[src/rtl/unidad_fetch.sv]
// unidad_fetch - instruction-fetch stage.
//
// Holds the program counter, drives the word address into a synchronous
// (one-cycle read) instruction memory and registers each returned word with
// its PC+1 into the IF/ID pipeline register.  Honours hazard stalls, jump
// redirects from ID and taken-branch redirects from EX; any redirect flushes
// IF/ID with a single bubble.
//
// Ports:
//   clk             clock, rising edge
//   reset           asynchronous, active-low reset
//   stall           hold PC and IF/ID
//   branch_tomado   taken branch from EX (highest priority redirect)
//   branch_destino  branch target word address
//   jump            jump decoded in ID
//   jump_destino    jump target word address
//   direccion       address to instruction memory (next PC, combinational)
//   instruccion_in  word returned by instruction memory
//   instruccion_out IF/ID instruction
//   pc_mas1_out     IF/ID PC+1 of that instruction
//   valido_out      IF/ID holds a real instruction
//   detenido        fetch halted on an all-zero (HLT) word
//
// Optional feature: define FETCH_HLT_EN to halt fetch after an all-zero
// word; otherwise zero words flow as ordinary instructions and detenido is 0.
module unidad_fetch #(
    parameter int ANCHO_DIR   = 10,
    parameter int ANCHO_INSTR = 32
) (
    input  logic                   clk,
    input  logic                   reset,
    input  logic                   stall,
    input  logic                   branch_tomado,
    input  logic [ANCHO_DIR-1:0]   branch_destino,
    input  logic                   jump,
    input  logic [ANCHO_DIR-1:0]   jump_destino,
    output logic [ANCHO_DIR-1:0]   direccion,
    input  logic [ANCHO_INSTR-1:0] instruccion_in,
    output logic [ANCHO_INSTR-1:0] instruccion_out,
    output logic [ANCHO_DIR-1:0]   pc_mas1_out,
    output logic                   valido_out,
    output logic                   detenido
);

    typedef enum logic [1:0] {
        ARRANQUE,
        CORRIENDO,
        DETENIDO
    } estado_t;

    estado_t                r_estado;
    logic [ANCHO_DIR-1:0]   r_pc;
    logic [ANCHO_INSTR-1:0] r_instr;
    logic [ANCHO_DIR-1:0]   r_pc_mas1;
    logic                   r_valido;

    logic [ANCHO_DIR-1:0]   w_pc_mas1;
    logic [ANCHO_DIR-1:0]   w_pc_sig;
    logic [ANCHO_DIR-1:0]   w_destino;
    logic                   w_redir;

    assign w_pc_mas1 = r_pc + ANCHO_DIR'(1);
    assign w_redir   = branch_tomado | jump;
    // Branch resolves later in the pipe than jump, so it wins.
    assign w_destino = branch_tomado ? branch_destino : jump_destino;

    // Next PC; the memory is addressed with it so memory and pc move together.
    always_comb begin
        w_pc_sig = '0;
        case (r_estado)
            ARRANQUE:  w_pc_sig = '0;
            CORRIENDO: begin
                if (w_redir)    w_pc_sig = w_destino;
                else if (stall) w_pc_sig = r_pc;
                else            w_pc_sig = w_pc_mas1;
            end
            default:   w_pc_sig = w_redir ? w_destino : r_pc;
        endcase
    end

    assign direccion       = w_pc_sig;
    assign instruccion_out = r_instr;
    assign pc_mas1_out     = r_pc_mas1;
    assign valido_out      = r_valido;

`ifdef FETCH_HLT_EN
    logic r_detenido;
    assign detenido = r_detenido;
`else
    assign detenido = 1'b0;
`endif

    always_ff @(posedge clk or negedge reset) begin
        if (!reset) begin
            r_estado   <= ARRANQUE;
            r_pc       <= '0;
            r_instr    <= '0;
            r_pc_mas1  <= '0;
            r_valido   <= 1'b0;
`ifdef FETCH_HLT_EN
            r_detenido <= 1'b0;
`endif
        end else begin
            r_pc <= w_pc_sig;
            case (r_estado)
                ARRANQUE: begin
                    r_estado  <= CORRIENDO;
                    r_instr   <= '0;
                    r_pc_mas1 <= '0;
                    r_valido  <= 1'b0;
                end
                default: begin
                    if (w_redir) begin
                        // Flush: the word on the bus belongs to the wrong path.
                        r_estado   <= CORRIENDO;
                        r_instr    <= '0;
                        r_pc_mas1  <= '0;
                        r_valido   <= 1'b0;
`ifdef FETCH_HLT_EN
                        r_detenido <= 1'b0;
`endif
                    end else if (r_estado == CORRIENDO) begin
                        if (!stall) begin
                            r_instr   <= instruccion_in;
                            r_pc_mas1 <= w_pc_mas1;
                            r_valido  <= 1'b1;
`ifdef FETCH_HLT_EN
                            if (instruccion_in == '0) begin
                                r_estado   <= DETENIDO;
                                r_detenido <= 1'b1;
                            end
`endif
                        end
                    end else begin
                        r_instr   <= '0;
                        r_pc_mas1 <= '0;
                        r_valido  <= 1'b0;
                    end
                end
            endcase
        end
    end

endmodule

[config.mk]
export PLATFORM = sky130hd
export DESIGN_NAME = unidad_fetch
export DESIGN_NICKNAME = d
export VERILOG_FILES = /design/src/rtl/unidad_fetch.sv
export SDC_FILE = /design/constraint.sdc
export NUM_CORES = 1
export LEC_CHECK = 0
export CORE_AREA = 2 2 81 83
export DETAILED_ROUTE_END_ITERATION = 8
export DIE_AREA = 0 0 83 85
export GPL_TIMING_DRIVEN = 0
export PLACE_DENSITY = 0.85
export SLEW_MARGIN = 15
export SYNTH_ARGS = -nofsm -noshare
export SYNTH_HDL_FRONTEND = slang
export SYNTH_SLANG_ARGS = --single-unit
export TNS_END_PERCENT = 20
[constraint.sdc]
create_clock -name clk -period 1.8 [get_ports clk]
set_input_delay 0.36 -clock clk [delete_from_list [all_inputs] [get_ports clk]]
set_output_delay 0.36 -clock clk [all_outputs]
set_load 0.01 [all_outputs]
* After elaboration in Yosys (flattened, before gate mapping) *
Cells that the tools add are included.

storage, ports and cells
  bits in registers = 55
  bits of input ports = 57
  word-level logic and storage cells = 30

cells by class
  add/sub/neg operators = 1
  equal/unequal tests = 2
  mux-type cells = 19
  bitwise gates (word level) = 1
  reduce and logical (&&, ||, !) cells = 2

operators with widths
  kind                   count
  $mux 32                4
  $mux 10                8
  $pmux 10 s2            1
  $add 10x1->10 const B  1
  $mux 1                 4
  $mux 2                 2
  $ne 4x3->1 const B     1
  $eq 2x1->1 const B     1
  $logic_not 2->1        1
  $reduce_bool 2->1      1
  $or 1x1->1             1

* Longest topological paths before layout *
  depth in word-level cells = 5
  gate-level depth with buffers = 6
  mapped depth without buffers = 5

* Worst setup path before layout *
No wires, ideal clock.

  path kind = register to output
  start point = register r_pc[0]
  end point = output port direccion[8]
  arrival = 1388 ps
  path slack = 52 ps
  cell stages (with the launch flop) = 6
  path through = dfrtp_1 -> ha_1 -> nand3_2 -> nor4_2 -> xnor2_1 -> a21oi_1

on the way
  word-level cells in the longest chain between the ends = 4

RTL lines
  element                 line  RTL
  start, declared         52    logic [ANCHO_DIR-1:0] r_pc;
  start signal, assigned  104   r_pc <= w_pc_sig;
  $add 10x1->10           62    assign w_pc_mas1 = r_pc + ANCHO_DIR'(1);
  $mux 10                 74    else if (stall) w_pc_sig = r_pc;
  $mux 10                 73    if (w_redir) w_pc_sig = w_destino;
  $pmux 10 s2             70    case (r_estado)
  end, declared           37    output logic [ANCHO_DIR-1:0] direccion,

No other way between the ends.

* Worst setup path after layout *
  start point = register r_pc[6]
  end point = output port direccion[9]

Same word-level chain as after synthesis.

==> metrics.cfg <==
[run_status]
status=finished with violations
violations=negative setup slack

[route]
drcViolationCount=0
vias=2279
avgRoutedWirePerCell_um=15.6
routed_wl_um=6980
detail_route.iter0.violations=72
ant_nets=0
vias_per_cell=5.09
dr.pass1.iters=4

[place]
place_inst=419
gp_congestion=0.857
place.port_buffers=107
place_hpwl_um=4810

[final_layout]
layout.nets=428
syn2layout_area_growth_pct=61.2
drive_gt1_frac=0.205
antennaDiodeCount=0
finalNonFillerCells=448

[logic_synthesis]
yosys_warnings=0
synth_ff_type=dfrtp_1
async_reset_ff_frac=1.00
ys_seq_area_frac=0.538
synth-edff-count=0
synth_fp_nets=292
syn_avg_cell_area_um2=10.7
synth_cell_types=32
syn_inst=234
syn_area_um2=2510
ys_ff_latch=54

[grt]
overflow=0
track_usage=0.201
grt_max_degree=30
grt_antenna_before_repair=0
grt_pass1_wl_um=11400
grt_pass1_vias=2404

[clock_tree]
cts_hold_buf=0
htree_levels=2
cts_num_sinks=54
cts_buffer_depth=2
clk_latency_ps=310
path_clk_slew_ps=90
root_buffer=clkbuf_8
cts_tree=yes
numCtsBuffers=5

[setup_path]
crit_arrival_ps=1720
rr_startpoint=r_pc[7]
r2r_slack_ps=-160
rr_endpoint=r_pc[8]
worst_setup_path_end_kind=output pin
cp-start-kind=flip-flop
cp.required_ps=1440
critical_path_class=reg2out
critPathMaxFanout=5
reg2reg_depth=10

[floorplan]
core_um2=6200
die_w_um=83
initial_core_util=0.405
pin_count=111
rows=29
die_area_um2=7060
die_y_um=85

[power]
leakagePower_uw=0.00181
power_uw=2580
powerDensity_nw_per_um2=637
ir_drop_mv=0.368

[worst_hold_path]
hold_class=in2async

[sta]
hold_viol=0
fmax_mhz=480
slew_headroom=0.552
rsz0062_at_grt=true
holdWs_ps=70.8
slew_violations=0
tns_ps=-2320
period_share=1.16
worst-slew-pin-transition_ps=672
fin_ws_ps=-284
fin_crit_ps=2080
finalClockSkew_ps=6.42
setup_viol=11

[job]
cap_viol_max_count=0

[where the power goes]
| part | internal [uW] | switching (uW) | total [uW] |
|---|---|---|---|
| Sequential | 1250 | 33.4 | 1280 |
| Combinational | 280 | 219 | 499 |
| Clock | 410 | 392 | 802 |
| Total | 1940 | 645 | 2580 |
[cells by family (layout without fill, tap and decap cells)]
logic type | count (synthesis) | in the layout | share of synthesized area
muxes | 37 | 37 | 0.147
and+or+nand+nor | 72 | 72 | 0.131
other | 2 | 2 | 0.00299
adders and majority gates | 1 | 1 | 0.00498
DFF | 54 | 54 | 0.538
AOI/OAI and AO/OA | 35 | 35 | 0.0926
xor gates and xnor gates | 14 | 14 | 0.0488
buffers and inverters | 19 | 156 | 0.0348
[metrics by stage]
step           utilization  area (um^2)  setup slack (ps)
2_1_floorplan            -         2510              51.8
3_3_place_gp         0.593         3680             -1230
3_5_place_dp         0.596         3700              -884
4_1_cts              0.645         4000              -251
5_1_grt              0.653         4050              -382
6_report             0.653         4050              -284
[what timing repair did]
item	4_1_cts	5_1_grt
resized for setup	70	4
buffers inserted	16	5
pin swaps	15	1
setup endpoints to repair	10	11
[cell usage after synthesis, drive strengths merged, types with 2 or more instances]
cell type	instances	area [um^2]
nor3	5	25.0
nor2b	2	12.5
inv	4	15.0
clkbuf	2	7.51
a21o	3	22.5
conb	2	7.51
buf	12	61.3
o221ai	6	52.6
o21ai	7	35.0
nor4	2	25.0
nor2	42	160
nand3	2	20.0
xnor2	11	96.3
or3	3	18.8
o21a	2	15.0
nand2	13	48.8
a21oi	14	81.3
xor2	3	26.3
dfrtp	54	1350
mux2i	37	370
[worst max-delay path by stage]
stage                        startpoint                   to  depth (start not counted)
final                           r_pc[6]         direccion[9]                          6
after global routing            r_pc[6]         direccion[9]                          6
after CTS                       r_pc[1]         direccion[2]                          6
after detailed placement  branch_tomado         direccion[3]                          5
after global placement            reset  instruccion_out[21]                          1
after floorplan                 r_pc[0]         direccion[8]                          5
[layer usage]
metal / up-vias / share of wire / GRT usage
li1: 1066 / - / -
met4: 0 / 0.018 / 0.0775
met2: 79 / 0.52 / 0.367
met1: 1120 / 0.40 / 0.227
met3: 14 / 0.056 / 0.0506
met5: - / 0 / 0
[placed cells by master (no fill, tap or decap), drive strengths merged, types with 2 or more instances in the layout]
master,netlist,layout
nor3,5,5
clkinv,1,3
o21a,2,2
nor2b,2,2
inv,4,4
nor2,42,42
clkbuf,2,7
conb,2,2
xnor2,11,11
nor4,2,2
a21o,3,3
nand2,13,13
mux2i,37,37
buf,12,44
or3,3,3
a21oi,14,14
nand3,2,2
clkdlybuf4s50,0,95
dfrtp,54,54
xor2,3,3
o21ai,7,7
o221ai,6,6
[layout make-up]
type / instances / area (um^2)
fillers: 468 / 2150
flip-flops and latches: 54 / 1360
well taps: 77 / 96.3
clock buffers: 5 / 68.8
multi-input cells: 161 / 1170
inverters: 5 / 20.0
plain buffers: 14 / 70.1
clock inverters: 3 / 40.0
repair buffers: 129 / 1230
[critical path, cell delays in order, from the launching register on]
cell and delay (ps):
dfrtp_1 430, nand4_1 140, buf_6 150, nor4_4 210, xnor2_1 90, a21oi_1 210
buf_2 170
[registers in the layout (all words and copies together) (netlist names)]
| register | count |
|---|---|
| valido_out | 1 |
| instruccion_out | 32 |
| pc_mas1_out | 10 |
| r_estado | 1 |
| r_pc | 10 |
Note: power is estimated with default switching activity, not from simulation.
